<file path="config.mk">
export PLATFORM = sky130hd
export DESIGN_NAME = ins_dispatch
export DESIGN_NICKNAME = d
export VERILOG_FILES = /design/src/rtl/ins_pkg.sv /design/src/rtl/ins_fifo.sv /design/src/rtl/ins_dispatch.sv
export SDC_FILE = /design/constraint.sdc
export NUM_CORES = 1
export LEC_CHECK = 0
export ABC_CLOCK_PERIOD_IN_PS = 3700
export BUFFER_PORTS_ARGS = -buffer_cell sky130_fd_sc_hd__buf_2
export CELL_PAD_IN_SITES_DETAIL_PLACEMENT = 1
export CELL_PAD_IN_SITES_GLOBAL_PLACEMENT = 2
export CORE_MARGIN = 2
export CORE_UTILIZATION = 39
export CTS_BUF_LIST = sky130_fd_sc_hd__clkbuf_4
export DETAILED_ROUTE_END_ITERATION = 12
export PLACE_DENSITY = 0.79
export SYNTH_ARGS = -nofsm -noshare
export SYNTH_HDL_FRONTEND = slang
export SYNTH_SLANG_ARGS = --single-unit
</file>
<file path="constraint.sdc">
create_clock -name clk -period 3.7 [get_ports clk]
set_input_delay 0.555 -clock clk [delete_from_list [all_inputs] [get_ports clk]]
set_output_delay 0.555 -clock clk [all_outputs]
set_load 0.005 [all_outputs]
</file>
<file path="src/rtl/ins_pkg.sv">
// Shared constants and types for the instruction dispatch front end.
package ins_pkg;

    localparam int INS_W   = 64;
    localparam int OP_W    = 4;
    localparam int OP_LSB  = 60;
    localparam int BUF_BIT = 59;

    typedef enum logic [OP_W-1:0] {
        OP_CONF = 4'd0,
        OP_LOAD = 4'd1,
        OP_CALC = 4'd2,
        OP_SAVE = 4'd3
    } opcode_t;

    typedef enum logic [1:0] {
        ST_IDLE,
        ST_CHECK,
        ST_ISSUE
    } disp_state_t;

    function automatic logic op_legal(input logic [OP_W-1:0] op);
        return op <= OP_SAVE;
    endfunction

endpackage

</file>
<file path="src/rtl/ins_fifo.sv">
// Show-ahead instruction FIFO with a registered full flag.
module ins_fifo #(
    parameter int DEPTH = 4,
    parameter int WIDTH = 64
) (
    input  logic             clk,
    input  logic             rst_n,
    input  logic             i_push,
    input  logic [WIDTH-1:0] i_data,
    input  logic             i_pop,
    output logic [WIDTH-1:0] o_head,
    output logic             o_full,
    output logic             o_empty,
    output logic             o_one
);

    localparam int AW = $clog2(DEPTH);
    localparam logic [AW:0] FULL_CNT = DEPTH[AW:0];

    logic [WIDTH-1:0] r_mem [DEPTH];
    logic [AW-1:0]    r_wr_ptr;
    logic [AW-1:0]    r_rd_ptr;
    logic [AW:0]      r_cnt;
    logic [AW:0]      w_cnt_nxt;
    logic             r_full;
    logic             w_push;
    logic             w_pop;

    assign w_push  = i_push && !r_full;
    assign w_pop   = i_pop && (r_cnt != '0);
    assign o_head  = r_mem[r_rd_ptr];
    assign o_full  = r_full;
    assign o_empty = (r_cnt == '0);
    assign o_one   = (r_cnt == {{AW{1'b0}}, 1'b1});

    always_comb begin
        w_cnt_nxt = r_cnt;
        if (w_push && !w_pop)
            w_cnt_nxt = r_cnt + 1'b1;
        else if (!w_push && w_pop)
            w_cnt_nxt = r_cnt - 1'b1;
    end

    always_ff @(posedge clk or negedge rst_n) begin
        if (!rst_n) begin
            r_wr_ptr <= '0;
            r_rd_ptr <= '0;
            r_cnt    <= '0;
            r_full   <= 1'b0;
        end else begin
            if (w_push)
                r_wr_ptr <= r_wr_ptr + 1'b1;
            if (w_pop)
                r_rd_ptr <= r_rd_ptr + 1'b1;
            r_cnt  <= w_cnt_nxt;
            r_full <= (w_cnt_nxt == FULL_CNT);
        end
    end

    // Storage carries no reset; only the pointers define what is valid.
    always_ff @(posedge clk) begin
        if (w_push)
            r_mem[r_wr_ptr] <= i_data;
    end

endmodule

</file>
<file path="src/rtl/ins_dispatch.sv">
// In-order instruction issue to conf/load/calc/save units with per-buffer hazard counters.
module ins_dispatch
    import ins_pkg::*;
#(
    parameter int FIFO_DEPTH = 4,
    parameter int PEND_W     = 3
) (
    input  logic             clk,
    input  logic             rst_n,
    input  logic             ins_valid,
    output logic             ins_ready,
    input  logic [INS_W-1:0] ins,
    output logic             conf_valid,
    output logic             load_valid,
    output logic             calc_valid,
    output logic             save_valid,
    input  logic             conf_ready,
    input  logic             load_ready,
    input  logic             calc_ready,
    input  logic             save_ready,
    output logic [INS_W-1:0] unit_ins,
    input  logic [1:0]       load_done,
    input  logic [1:0]       calc_done,
    input  logic [1:0]       save_done,
    output logic             working,
    output logic             ins_err
);

    localparam logic [PEND_W-1:0] PEND_MAX = '1;

    disp_state_t             r_state;
    disp_state_t             w_state_nxt;
    logic [INS_W-1:0]        w_head;
    logic [INS_W-1:0]        r_ins;
    logic                    w_full;
    logic                    w_empty;
    logic                    w_one;
    logic                    w_push;
    logic                    w_pop;
    logic                    w_take;
    logic                    w_err_set;
    logic                    w_legal;
    logic                    w_clear;
    logic                    w_hs;
    logic                    w_in_issue;
    logic [OP_W-1:0]         w_head_op;
    logic [OP_W-1:0]         w_iss_op;
    logic                    w_head_b;
    logic                    w_iss_b;
    logic [1:0][PEND_W-1:0]  r_load_pend;
    logic [1:0][PEND_W-1:0]  r_calc_pend;
    logic [1:0][PEND_W-1:0]  r_save_pend;
    logic                    r_err;
    logic                    r_working;

    assign w_push    = ins_valid && !w_full;
    assign ins_ready = !w_full;

    ins_fifo #(
        .DEPTH (FIFO_DEPTH),
        .WIDTH (INS_W)
    ) u_fifo (
        .clk     (clk),
        .rst_n   (rst_n),
        .i_push  (w_push),
        .i_data  (ins),
        .i_pop   (w_pop),
        .o_head  (w_head),
        .o_full  (w_full),
        .o_empty (w_empty),
        .o_one   (w_one)
    );

    assign w_head_op = w_head[OP_LSB +: OP_W];
    assign w_head_b  = w_head[BUF_BIT];
    assign w_legal   = op_legal(w_head_op);

    always_comb begin
        w_clear = 1'b0;
        case (w_head_op)
            OP_CONF: w_clear = (r_load_pend == '0) && (r_calc_pend == '0) && (r_save_pend == '0);
            OP_LOAD: w_clear = (r_calc_pend[w_head_b] == '0) && (r_load_pend[w_head_b] != PEND_MAX);
            OP_CALC: w_clear = (r_load_pend[w_head_b] == '0) && (r_save_pend[w_head_b] == '0)
                               && (r_calc_pend[w_head_b] != PEND_MAX);
            OP_SAVE: w_clear = (r_calc_pend[w_head_b] == '0) && (r_save_pend[w_head_b] != PEND_MAX);
            default: w_clear = 1'b0;
        endcase
    end

    assign w_iss_op   = r_ins[OP_LSB +: OP_W];
    assign w_iss_b    = r_ins[BUF_BIT];
    assign w_in_issue = (r_state == ST_ISSUE);
    assign conf_valid = w_in_issue && (w_iss_op == OP_CONF);
    assign load_valid = w_in_issue && (w_iss_op == OP_LOAD);
    assign calc_valid = w_in_issue && (w_iss_op == OP_CALC);
    assign save_valid = w_in_issue && (w_iss_op == OP_SAVE);
    assign w_hs       = (conf_valid && conf_ready) || (load_valid && load_ready)
                     || (calc_valid && calc_ready) || (save_valid && save_ready);
    assign unit_ins   = r_ins;
    assign ins_err    = r_err;
    assign working    = r_working;

    always_comb begin
        w_state_nxt = r_state;
        w_pop       = 1'b0;
        w_take      = 1'b0;
        w_err_set   = 1'b0;
        case (r_state)
            ST_IDLE: begin
                if (!w_empty)
                    w_state_nxt = ST_CHECK;
            end
            ST_CHECK: begin
                if (w_empty) begin
                    w_state_nxt = ST_IDLE;
                end else if (!w_legal) begin
                    w_pop     = 1'b1;
                    w_err_set = 1'b1;
                    if (w_one && !w_push)
                        w_state_nxt = ST_IDLE;
                end else if (w_clear) begin
                    w_pop       = 1'b1;
                    w_take      = 1'b1;
                    w_state_nxt = ST_ISSUE;
                end
            end
            ST_ISSUE: begin
                // A push landing this cycle makes the FIFO non-empty next cycle.
                if (w_hs)
                    w_state_nxt = (w_empty && !w_push) ? ST_IDLE : ST_CHECK;
            end
            default: w_state_nxt = ST_IDLE;
        endcase
    end

    // Issue and done together cancel; a done against an empty counter is ignored.
    function automatic logic [PEND_W-1:0] pend_nxt(input logic [PEND_W-1:0] cnt,
                                                   input logic inc, input logic done);
        if (inc && done)
            return cnt;
        if (inc)
            return cnt + 1'b1;
        if (done && (cnt != '0))
            return cnt - 1'b1;
        return cnt;
    endfunction

    always_ff @(posedge clk or negedge rst_n) begin
        if (!rst_n) begin
            r_state     <= ST_IDLE;
            r_ins       <= '0;
            r_err       <= 1'b0;
            r_working   <= 1'b0;
            r_load_pend <= '0;
            r_calc_pend <= '0;
            r_save_pend <= '0;
        end else begin
            r_state <= w_state_nxt;
            if (w_take)
                r_ins <= w_head;
            if (w_err_set)
                r_err <= 1'b1;
            r_working <= !w_empty || w_in_issue || (r_load_pend != '0)
                         || (r_calc_pend != '0) || (r_save_pend != '0);
            for (int b = 0; b < 2; b++) begin
                r_load_pend[b] <= pend_nxt(r_load_pend[b],
                    w_hs && (w_iss_op == OP_LOAD) && (w_iss_b == 1'(b)), load_done[b]);
                r_calc_pend[b] <= pend_nxt(r_calc_pend[b],
                    w_hs && (w_iss_op == OP_CALC) && (w_iss_b == 1'(b)), calc_done[b]);
                r_save_pend[b] <= pend_nxt(r_save_pend[b],
                    w_hs && (w_iss_op == OP_SAVE) && (w_iss_b == 1'(b)), save_done[b]);
            end
        end
    end

endmodule

</file>
After elaboration in Yosys (flattened, before gate mapping)
Memory sizes are Yosys's and may differ from the RTL's. Index checks and enable logic that the tools add are counted.

Register bits after elaboration: 94. Latch bits: 0. Bits in writable memories: 256. ROM bits: 0. Input bits: 77. Logic and storage cells: 233. Memories kept: 1.

Memory list: u_fifo.r_mem (depth 4, width 64, rd ports 1, clocked after Yosys merged registers in 0, wr ports 1, line ins_fifo.sv:20) `logic [WIDTH-1:0] r_mem [DEPTH];`.

Add/subtract/negate cells: 16. Multiply operators: 0. Divide/modulo/power cells: 0. Order comparisons: 2. Equal/unequal tests: 17. Shift-type cells: 0. Muxes and demuxes: 101. Bitwise gates (word level): 1. Reductions and logical operators: 81.

Operators with widths (count): 3-bit two-way mux (44); 1-bit two-way mux (49); 1-bit logical AND (42); 3-bit nonzero test (13); 3-bit by 1-bit adder with 3-bit output (second input constant) (7); 3-bit by 1-bit subtractor with 3-bit output (second input constant) (7); 6-bit logical NOT (3); 6-bit nonzero test (3); 4-bit by 2-bit == test with 1-bit output (second input constant) (4); 3-bit logical NOT (4); 2-bit two-way mux (6); 3-bit != test (second input constant) (3); 4-bit by 1-bit == test with 1-bit output (second input constant) (2); 4-bit logical NOT (2); 4-bit != test (second input constant) (2); 1-bit logical OR (7); 2-bit case mux with 3 select lines (1); 1-bit logical NOT (5); 2-bit by 1-bit adder with 2-bit output (second input constant) (2); 4-bit by 2-bit <= comparator with 1-bit output (second input constant) (1); 2-bit != test (second input constant) (2); 1-bit case mux with 4 select lines (1); 4-bit AND reduction (1); 3-bit by 1-bit == test with 1-bit output (second input constant) (1); other kinds (6) (6).

Depth between registers and ports, before layout
Gate-level depths: netlist (run 1).

Word-level depth: 16. Depth in mapped cells: 12.

Modules after synthesis
Synthesis (run 1) repeated with hierarchy kept, for this count alone.

Cells, all modules: 750. Area total of the unflattened synthesis: 14271.2 µm².

By module, submodules not included: ins_fifo (instances 1, cells each 393, area an instance 9786.9 µm²); ins_dispatch (instances 1, cells each 357, area an instance 4484.3 µm²).

Least setup slack after synthesis (run 1)
Ideal clock, no wire load.

Path kind: in2reg. Start: input port ins_valid. End: memory u_fifo.r_mem[0][0], enable pin. Arrival time: 2.474 ns. Data required time: 3.271 ns. Setup slack: 0.797 ns. Stages on the path: 3. Path through: nor2b_1 clkbuf_1 and2_1.

Cells in the longest elaborated chain, start to end: 4.

Ends and longest elaborated chain: from (decl) (line ins_dispatch.sv:10) `input logic ins_valid,`; 1-bit logical AND (line ins_dispatch.sv:56) `assign w_push = ins_valid && !w_full;`; 1-bit logical AND (line ins_fifo.sv:29) `assign w_push = i_push && !r_full;`; 1-bit two-way mux (line ins_fifo.sv:62) `if (w_push)`; 1-bit two-way mux (not written as such) (line ins_fifo.sv:63) `r_mem[r_wr_ptr] <= i_data;`; to (decl) (line ins_fifo.sv:20).

Every way passes these cells.

Worst setup path after layout (run 1)
Start: register r_calc_pend[4] (netlist name). End: register r_ins[29], in the netlist unit_ins[29].

Cells in the longest elaborated chain, start to end: 9. Elaborated cells between the ends (all ways): 15. Those cells by class: eq/ne: 1; mux: 7; reduce/logical: 7.

Ends and longest elaborated chain: from (decl) (line ins_dispatch.sv:51) `logic [1:0][PEND_W-1:0] r_calc_pend;`; from (signal, indexed assignment) (line ins_dispatch.sv:168) `r_calc_pend[b] <= pend_nxt(r_calc_pend[b],`; 3-bit two-way mux (not written as such) (2 in series) (line ins_dispatch.sv:82, ins_dispatch.sv:84, ins_dispatch.sv:85); 3-bit != test / 3-bit logical NOT (equally long branches) (line ins_dispatch.sv:84, ins_dispatch.sv:82, ins_dispatch.sv:85); 1-bit logical AND (on tied branches) (line ins_dispatch.sv:84, ins_dispatch.sv:82, ins_dispatch.sv:85); 1-bit case mux with 4 select lines (*) (line ins_dispatch.sv:80) `case (w_head_op)`; 1-bit two-way mux (*) (line ins_dispatch.sv:121) `end else if (w_clear) begin`; 1-bit two-way mux (*) (line ins_dispatch.sv:116) `end else if (!w_legal) begin`; 1-bit two-way mux (*) (line ins_dispatch.sv:114) `if (w_empty) begin`; 1-bit two-way mux (*) (line ins_dispatch.sv:108) `case (r_state)`; to (signal assigned) (line ins_dispatch.sv:160) `r_ins <= w_head;`; to (decl) (line ins_dispatch.sv:34) `logic [INS_W-1:0] r_ins;`.

Mark *: on every way between the ends. The rest lies on a longest branch, timed or not. The select of a mux whose other input is x is not followed. A chain may end at the register's enable or synchronous reset.

==> results of run 1 <==
routing by layer:
metal	routed length, um	track usage [%]	vias to the layer above
li1	-	-	3554
met1	13300	21.7	3981
met2	16000	29.2	211
met3	1800	5.89	37
met4	519	6.14	0
met5	0	0	-
logic make-up after synthesis:
kind of cell | Yosys count
adder cells (fa/ha/maj) | 26
AND/OR/NAND/NOR | 121
AO/OA/AOI/OAI | 59
buffers and inverters | 47
multiplexers | 127
XOR/XNOR | 11
flip-flops | 350
power by group through the flow:
stage / logic [uW] / registers (uW) / clock network [uW]
finish: 3570 / 5830 / 3520
detailed placement: 3570 / 5900 / 0
floorplan: 2370 / 5750 / 0
CTS: 3650 / 5830 / 3630
global route: 3970 / 5950 / 3840
global placement: 3490 / 5840 / 0
synth_stat cells, drive strengths merged (2+ instances only):
master | number | share of area [%]
a21o | 2 | 0.11
a21oi | 15 | 0.54
a31o | 2 | 0.13
a31oi | 2 | 0.20
and2 | 6 | 0.27
and3 | 5 | 0.23
and4 | 2 | 0.13
buf | 9 | 0.56
clkbuf | 16 | 0.43
dfrtp | 94 | 17
edfxtp | 256 | 56
ha | 26 | 2.3
inv | 22 | 0.60
mux2 | 62 | 5.0
mux2i | 2 | 0.14
mux4 | 63 | 10
nand2 | 25 | 0.68
nand2b | 5 | 0.23
nand3 | 16 | 0.58
nand3b | 3 | 0.16
nand4 | 2 | 0.090
nor2 | 28 | 0.76
nor2b | 5 | 0.23
nor3 | 9 | 0.33
nor3b | 2 | 0.11
nor4 | 3 | 0.14
o211ai | 9 | 0.49
o21ai | 9 | 0.33
o21bai | 4 | 0.22
o31ai | 6 | 0.33
or3 | 4 | 0.18
or3b | 2 | 0.13
or4 | 2 | 0.11
xnor2 | 10 | 0.63
flip-flops by register name, summed over array words and instances (netlist names):
signal,flops
r_load_pend,6
r_calc_pend,6
u_fifo.r_mem,256
r_state,2
u_fifo.r_cnt,3
ins_err,1
u_fifo.o_full,1
r_save_pend,6
working,1
u_fifo.r_wr_ptr,2
u_fifo.r_rd_ptr,2
unit_ins,64
area by class of cell:
| type | instances | area (um2) | area share (%) |
|---|---|---|---|
| tap | 461 | 577 | 3.37 |
| sequential | 350 | 10000 | 58.7 |
| multi-input combinational | 344 | 3600 | 21.1 |
| clock buffer | 146 | 1100 | 6.40 |
| inverter | 22 | 82.6 | 0.482 |
| antenna | 3 | 7.51 | 0.0439 |
| timing repair buffer | 225 | 1560 | 9.11 |
| clock inverter | 20 | 145 | 0.848 |
critical path, stage by stage, from the launching register on:
cell,delay (ns)
dfrtp_1,0.46
or3_1,0.38
or3_1,0.41
or4_1,0.42
a21o_1,0.23
nand2_1,0.08
nand2_1,0.10
nor2_4,0.18
buf_12,0.29
mux2_2,0.38
per-stage QoR:
| step | util, % | total power [uW] | hold slack (ns) | setup WS, ns | instances |
|---|---|---|---|---|---|
| floorplan | - | 8120 | 0.259 | 0.797 | 741 |
| global placement | 43.2 | 9330 | 0.462 | 0.652 | 1338 |
| detailed placement | 43.2 | 9480 | 0.469 | 0.626 | 1338 |
| CTS | 48.6 | 13100 | 0.00190 | 0.568 | 1568 |
| global route | 48.6 | 13800 | 0.0160 | 0.415 | 1571 |
| finish | 48.6 | 12900 | 0.0914 | 0.588 | 1571 |
worst paths after layout:
path,from,cells past startpoint,slack (ns),endpoint
max,r_calc_pend[4]$_DFFE_PN0P_,9,0.59,unit_ins[29]$_DFFE_PN0P_
min,ins[27],1,0.09,u_fifo.r_mem[2][27]$_DFFE_PP_
max reg2reg,r_calc_pend[4]$_DFFE_PN0P_,9,0.59,unit_ins[29]$_DFFE_PN0P_
min reg2reg,unit_ins[12]$_DFFE_PN0P_,1,0.48,unit_ins[12]$_DFFE_PN0P_
max in group asynchronous,rst_n,3,2.49,unit_ins[40]$_DFFE_PN0P_
min in group asynchronous,rst_n,2,0.42,r_save_pend[4]$_DFFE_PN0P_
==> qor.txt, run 1 <==
F_max - 0.321 GHz
Worst-Margin Slew - 0.974 ns
DRT antenna net count - 0
Initial core utilization - 39.3%
Internal Power - 8940 uW
Core footprint - 0.0352 mm2
Post-synthesis mux area share - 15.4%
Post-Synth Adder-Cell Area - 2.35%
Reg clk slew, reported paths - 0.06 ns
Gr usage total - 17.6%
CTS root buf - clkbuf_4
Most frequent cells in the layout - edfxtp_1 (256), clkbuf_4 (146), buf_2 (146)
Static leakage - 0.00667 uW
Pre-antenna DRT Iters - 4
Library cells used by synthesis - 52
WL/cell - 20.1 um
Synth Area in Compound Gates - 2.95%
Post-CTS resize count - 0
Main synth FF type - edfxtp_1
Switch share - 30.8%
Post-route setup TNS - 0 ns
Worst Setup Path Type - register to register
Clock Tree Buf Depth - 3
Die Wd - 192 um
Vias - 7783
Crit Path Max Fanout - 43
Power density over the cells - 754 mW/mm2
Total number of H-tree levels - 3
Post-synth EDFFs - 256
Area growth, synth to finish - 23.6%
Detailed Route WL - 31600 um
Finished Cell Area - 0.0171 mm2
DRC viols - 0
Largest family of logic cells by synthesized area - multiplexers
Min Tclk post-route - 3.11 ns
Largest net degree at the start of global routing - 51
RD Place Congestion - 0.764
Syn. warnings - 0
Peak supply drop - 0.332 mV
Setup violations, final - 0
Sequential area share after synthesis - 72.5%
Status - complete, no violations
Post-Syn Nets - 844
Mapped cell area - 0.0138 mm2
Dpl cell area - 0.0152 mm2
Fin crit share - 84.1%
Psw - 3970 uW
Flop pwr share - 45.1%
Simple-Gate Fraction of Synth Area - 4.46%
Std-Cell Rows - 69
Gr ovfl total - 0
Max_cap viols - 0
Seq cells post-synth - 350
Setup Skew - 0.0777 ns
Post-synth ARST share - 26.9%
I/O Buffers - 147
Number of global-route vias before repair - 8747
Setup Buffers After CTS - 0
Gate Count Post-Synth - 741
Detailed router's first-iteration violation count - 355
Slew HR - 35.1%
Crit path required time - 4.28 ns
Unrepaired setup endpoints after global routing - no
Arrival time worst endpoint - 3.69 ns
Clock Power Share - 27.2%
Commonest non-fill, non-tap cell in the layout - edfxtp_1
Die Area - 0.0370 mm2
CTS buffer count - 91
Final hold violation count - 0
Combinational share of power - 27.6%
Critical Path Sink Type - register
Final HPWL DP - 18800 um
CTS sink cnt - 350
Clock Latency Late Sink - 0.77 ns
CTS tree - built
DR vias/cell - 4.95
Die H - 192 um
First-pass GRT wire length - 49000 um
Fillers - 3476
Final net count - 1137
Initial antenna violation count - 3
Count of pins over their slew limit - 0
# IOs - 148
Hold buffers post-CTS - 64
Worst Hold Class - input pin to register
Worst setup SP type - register
Layout cells sized above 1 - 36.7%
Mean Syn Cell Area - 18.7 um2
Post-synthesis xor/xnor area fraction - 0.696%
Power figures use the tool's default switching activity.
==> run 2, diff against run 1 <==
ABC_CLOCK_PERIOD_IN_PS = 2600   (was 3700)
PLACE_DENSITY = 0.82   (was 0.79)
clock period = 2.6 ns   (was 3.7 ns; I/O delays follow)
==> run 2 against run 1 <==
  * The run now ends with negative setup slack left
  * Clock skew decreased by 0.019 ns
  * Clock-buffer cell count increased by 7
  * Combinational power increased by 88%
  * Total power increased by 55%
  * Register-to-register slack got worse by 0.86 ns
  * Via count increased by 5.3%
  * Cell area increased by 6.5%
  * Sequential cell count unchanged
  * Global-route usage increased by 1.6 points
  * Critical path type unchanged
  * Highest routed layer unchanged
  * Non-clock buffer count increased by 72
  * Fmax increased by 8.4%
  * Sequential share of layout area decreased by 3.6 points
==> qor.txt, run 2 (same netlist as run 1, synthesis figures left out) <==
Area growth, synth to finish - 31.7%
Initial core utilization - 39.3%
Pre-antenna DRT Iters - 4
RD Place Congestion - 0.765
Crit-path max cell delay - 0.51 ns
Peak supply drop - 0.455 mV
Detailed router's first-iteration violation count - 448
Launching point of the worst reg2reg path - u_fifo.r_rd_ptr[0]$_DFFE_PN0P_
Die Area - 0.0370 mm2
CTS sink cnt - 350
Status - finished with violations
Count of pins over their slew limit - 0
Gr usage total - 19.2%
Crit path buf inv count - 4
Final net count - 1211
Gr ovfl total - 0
Worst path cell trace - buf_6 > mux4_2 > and4b_1 > o211ai_1 > a21o_1 > nand2_1 > nand2_2 > nor2_4 > buf_12 > buf_12 > buf_12 > mux2_4
Most flop-heavy register - u_fifo.r_mem
CTS root buf - clkbuf_4
CTS buffer count - 93
Layout cells sized above 1 - 45.5%
Setup violations, final - 71
DR vias/cell - 4.96
# IOs - 148
First-pass GRT wire length - 52800 um
Crit path required time - 3.21 ns
Worst path slowest cell - mux4_2
Worst-Margin Slew - 0.768 ns
Critical Path Sink Type - register
Routed length on met1 - 14700 um
WHS - 0.155 ns
Detailed Route WL - 34700 um
Met3 WL - 1890 um
Clock Latency Late Sink - 0.76 ns
Fin crit share - 110%
Non-filler cells, final - 1653
Slew HR - 48.8%
Met2 wire length - 17500 um
Register-to-register setup slack - -0.27 ns
Delay-heaviest family, CP - multiplexers
Reg2Reg Capture Point - unit_ins[52]$_DFFE_PN0P_
CTS tree - built
Max_cap viols - 0
Worst setup SP type - register
Die Wd - 192 um
Unrepaired setup endpoints after global routing - yes
Initial antenna violation count - 2
DRT antenna net count - 0
Final HPWL DP - 20900 um
Largest net degree at the start of global routing - 48
Total number of H-tree levels - 3
Number of global-route vias before repair - 9333
Static leakage - 0.00721 uW
Vias - 8195
Uppermost layer routed - met4
Pre-CTS setup slack - -0.213 ns
Total stage count of the critical path - 12
Std-Cell Rows - 69
Setup WS post-layout - -0.270 ns
Commonest non-fill, non-tap cell in the layout - edfxtp_1
Setup Skew - 0.0591 ns
Max reg flops - 256
I/O Buffers - 147
Worst Setup Path Type - register to register
Most used cell, CP - buf_12
Most frequent cells in the layout - edfxtp_1 (256), clkbuf_4 (153), buf_2 (146)
F_max - 0.348 GHz
Power density over the cells - 1100 mW/mm2
DRC viols - 0
Die H - 192 um
Arrival time worst endpoint - 3.48 ns
Post-route setup TNS - -12.91 ns
Reg clk slew, reported paths - 0.07 ns
Worst Hold Class - input pin to asynchronous set/reset pin
Reg2Reg Depth - 12
Min Tclk post-route - 2.87 ns
Overall Power - 20000 uW
Post-Place Cells - 1387
Crit Path Max Fanout - 7
Core footprint - 0.0352 mm2
Failing checks - negative setup slack
Clock Tree Buf Depth - 3
Final hold violation count - 0
WL/cell - 21.0 um
-- run 2: layout make-up --
| class | instances | area, um2 |
|---|---|---|
| fill | 3397 | 17000 |
| multi-input combinational | 344 | 3900 |
| inverter | 22 | 82.6 |
| timing repair buffer | 297 | 2330 |
| sequential | 350 | 10000 |
| clock buffer | 153 | 1150 |
| clock inverter | 22 | 138 |
| antenna | 4 | 10.0 |
| tap | 461 | 577 |
-- run 2: how the worst max path moves through the flow --
stage	from	to	slack, ns
final	u_fifo.r_rd_ptr[0]$_DFFE_PN0P_	unit_ins[52]$_DFFE_PN0P_	-0.27
after global routing	u_fifo.r_rd_ptr[0]$_DFFE_PN0P_	unit_ins[52]$_DFFE_PN0P_	-0.38
after detailed placement	r_load_pend[1]$_DFFE_PN0P_	unit_ins[50]$_DFFE_PN0P_	-0.21
after global placement	r_load_pend[1]$_DFFE_PN0P_	unit_ins[34]$_DFFE_PN0P_	-0.14
after floorplan	r_load_pend[1]$_DFFE_PN0P_	unit_ins[8]$_DFFE_PN0P_	-0.14
after CTS	u_fifo.r_rd_ptr[0]$_DFFE_PN0P_	unit_ins[35]$_DFFE_PN0P_	-0.25
-- run 2: stage by stage --
stage / utilization, % / area (um2)
2_1_floorplan: - / 13900
3_3_place_gp: 44.6 / 15700
3_5_place_dp: 44.6 / 15700
4_1_cts: 51.1 / 18000
5_1_grt: 51.8 / 18200
6_report: 51.8 / 18200
-- run 2: where the power goes --
group | total [uW] | internal [uW] | switching, uW | leakage (uW)
Combinational | 6700 | 3540 | 3160 | 0.00291
Clock | 5120 | 2850 | 2260 | 0.000776
Sequential | 8180 | 7510 | 671 | 0.00352
Total | 20000 | 13900 | 6100 | 0.00721
-- run 2: what timing repair did --
action	CTS	global route
hold buffers	72	0
endpoints found under the setup margin	71	76
cloned	3	2
resized for setup	35	39
buffers inserted	7	4
endpoints found under the hold margin	299	0
pin swaps	4	6
-- run 2: routing by layer --
layer | vias to the layer above | global-route usage (%)
met1 | 4230 | 23.9
met5 | - | 0
met4 | 0 | 7.28
li1 | 3708 | -
met2 | 207 | 32.3
met3 | 50 | 4.93
==> run 3, diff against run 2 <==
CTS_BUF_LIST = sky130_fd_sc_hd__clkbuf_16   (was sky130_fd_sc_hd__clkbuf_4)
SKIP_LAST_GASP = 1   (was not set)
==> run 3 against run 2 <==
  * Cell area is 4.6% lower
  * The run still ends with negative setup slack left
  * Critical path type unchanged
  * Combinational power is 2% lower
  * Via count is 8.2% lower
  * Critical path depth is 2 lower
  * Hold slack worse by 0.078 ns
  * Core utilization is 2.4 points lower
  * Non-clock buffer count is 69 lower
  * Fmax is 1.0% higher
  * Cell count is 11% lower
  * Sequential power hardly changed
==> qor.txt, run 3 (same netlist as run 1, synthesis figures left out) <==
Status - finished with violations
Failing checks - negative setup slack
Pre-antenna DRT Iters - 4
Worst Hold Class - input pin to register
Critical Path Sink Type - register
I/O Buffers - 147
Crit Path Max Fanout - 7
Worst Setup Path Type - register to register
Setup violations, final - 70
Worst path slowest cell - or4_4
Std-Cell Rows - 69
First-pass GRT wire length - 49800 um
Gr ovfl total - 0
Register area - 0.0100 mm2
Worst-Margin Slew - 0.768 ns
Pre-CTS setup slack - -0.213 ns
WHS - 0.0770 ns
Post-route setup TNS - -12.76 ns
Initial antenna violation count - 4
Crit path required time - 3.00 ns
Clock Tree Buf Depth - 3
Gr usage total - 18.2%
Layout cells sized above 1 - 41.1%
Hold wc startpoint - ins[16]
Fillers - 3349
Unrepaired setup endpoints after global routing - yes
Final hold violation count - 0
RD Place Congestion - 0.765
Largest net degree at the start of global routing - 48
Reg2Reg Capture Point - unit_ins[61]$_DFFE_PN0P_
Reg clk slew, reported paths - 0.06 ns
CTS tree - built
Vias - 7520
Peak supply drop - 0.651 mV
Crit-path max cell delay - 0.41 ns
Static leakage - 0.00677 uW
Die H - 192 um
Clock Latency Late Sink - 0.53 ns
CTS buffer count - 37
Most frequent cells in the layout - edfxtp_1 (256), buf_2 (146), dfrtp_1 (92)
CTS root buf - clkbuf_16
Area growth, synth to finish - 25.6%
Launching point of the worst reg2reg path - r_calc_pend[4]$_DFFE_PN0P_
Core footprint - 0.0352 mm2
Worst setup SP type - register
Register-to-register setup slack - -0.24 ns
Reg2Reg Depth - 10
Fin crit share - 109%
Power density over the cells - 1140 mW/mm2
DRT antenna net count - 0
Max_cap viols - 0
Die Area - 0.0370 mm2
Initial core utilization - 39.3%
Slew HR - 48.8%
Min Tclk post-route - 2.84 ns
# IOs - 148
Final HPWL DP - 20900 um
Multi-input gate area - 0.00387 mm2
Detailed router's first-iteration violation count - 344
Worst path cell trace - or3_1 > or3_4 > or4_4 > a21o_1 > nand2_1 > nand2_2 > nor2_4 > buf_8 > clkbuf_16 > mux2_1
Worst-case hold path end point - u_fifo.r_mem[3][16]$_DFFE_PP_
Most flop-heavy register - u_fifo.r_mem
Hold depth - 1
DRC viols - 0
Detailed Route WL - 33400 um
Commonest non-fill, non-tap cell in the layout - edfxtp_1
Arrival time worst endpoint - 3.24 ns
Setup WS post-layout - -0.241 ns
Total number of H-tree levels - 2
WL/cell - 22.7 um
CTS sink cnt - 350
DR vias/cell - 5.10
Max reg flops - 256
Final net count - 1086
Die Wd - 192 um
Setup Skew - 0.0166 ns
F_max - 0.352 GHz
Number of global-route vias before repair - 8369
Count of pins over their slew limit - 0
run 3: cell types whose count changed in the layout (fill, tap and decap cells not counted), sizes merged:
cell	change
clkbuf	-112
clkinvlp	+1
diode	-1
inv	+14
dlygate4sd3	-71
clkinv	-9
run 3: cell type report:
class | instances | area share, %
multi-input cells | 344 | 22.2
diodes | 3 | 0.0432
flip-flops and latches | 350 | 57.8
well taps | 461 | 3.32
inverters | 22 | 0.475
clock buffers | 39 | 5.61
clock inverters | 28 | 1.02
repair buffers | 228 | 9.51
run 3: per-stage QoR:
stage | util [%] | cell area [um2] | total power (uW) | cells
after global routing | 49.4 | 17400 | 20800 | 1473
after CTS | 48.5 | 17100 | 19600 | 1464
after floorplan | - | 13900 | 11700 | 741
after global placement | 44.6 | 15700 | 14000 | 1387
after detailed placement | 44.6 | 15700 | 14300 | 1387
final | 49.4 | 17400 | 19700 | 1475
run 3: worst max-delay path: cells and delay by family (launching register included):
kind,cells,cell delay [ns]
AND/OR/NAND/NOR,6,1.45
flip-flops,1,0.39
buffers and inverters,2,0.36
multiplexers,1,0.33
AO/OA/AOI/OAI,1,0.18
run 3: power breakdown:
| part | internal (uW) | switching, uW |
|---|---|---|
| clock | 2900 | 2110 |
| combinational | 3400 | 3140 |
| sequential | 7510 | 670 |
| total | 13800 | 5920 |
run 3: worst max path at each step:
stage,from,end,cells after the start
3_5_place_dp,r_load_pend[1]$_DFFE_PN0P_,unit_ins[50]$_DFFE_PN0P_,11
3_3_place_gp,r_load_pend[1]$_DFFE_PN0P_,unit_ins[34]$_DFFE_PN0P_,11
2_1_floorplan,r_load_pend[1]$_DFFE_PN0P_,unit_ins[8]$_DFFE_PN0P_,12
5_1_grt,u_fifo.r_rd_ptr[0]$_DFFE_PN0P_,u_fifo.o_full$_DFF_PN0_,11
4_1_cts,r_calc_pend[4]$_DFFE_PN0P_,unit_ins[55]$_DFFE_PN0P_,10
6_report,r_calc_pend[4]$_DFFE_PN0P_,unit_ins[61]$_DFFE_PN0P_,10
run 3: layer usage:
layer | routed length (um) | global-route usage (%) | vias to the layer above
met1 | 14300 | 23.3 | 3906
met3 | 1800 | 4.64 | 45
met2 | 16700 | 31.1 | 170
li1 | - | - | 3397
met5 | 11 | 0 | -
met4 | 578 | 4.40 | 2
run 3: what timing repair did:
item | in CTS | in global routing
buffers inserted | 6 | 4
gates resized for setup | 23 | 39
endpoints found under the hold margin | 31 | 0
pin swaps | 4 | 8
hold buffers | 1 | 0
setup endpoints to repair | 70 | 71
cloned | 3 | 4
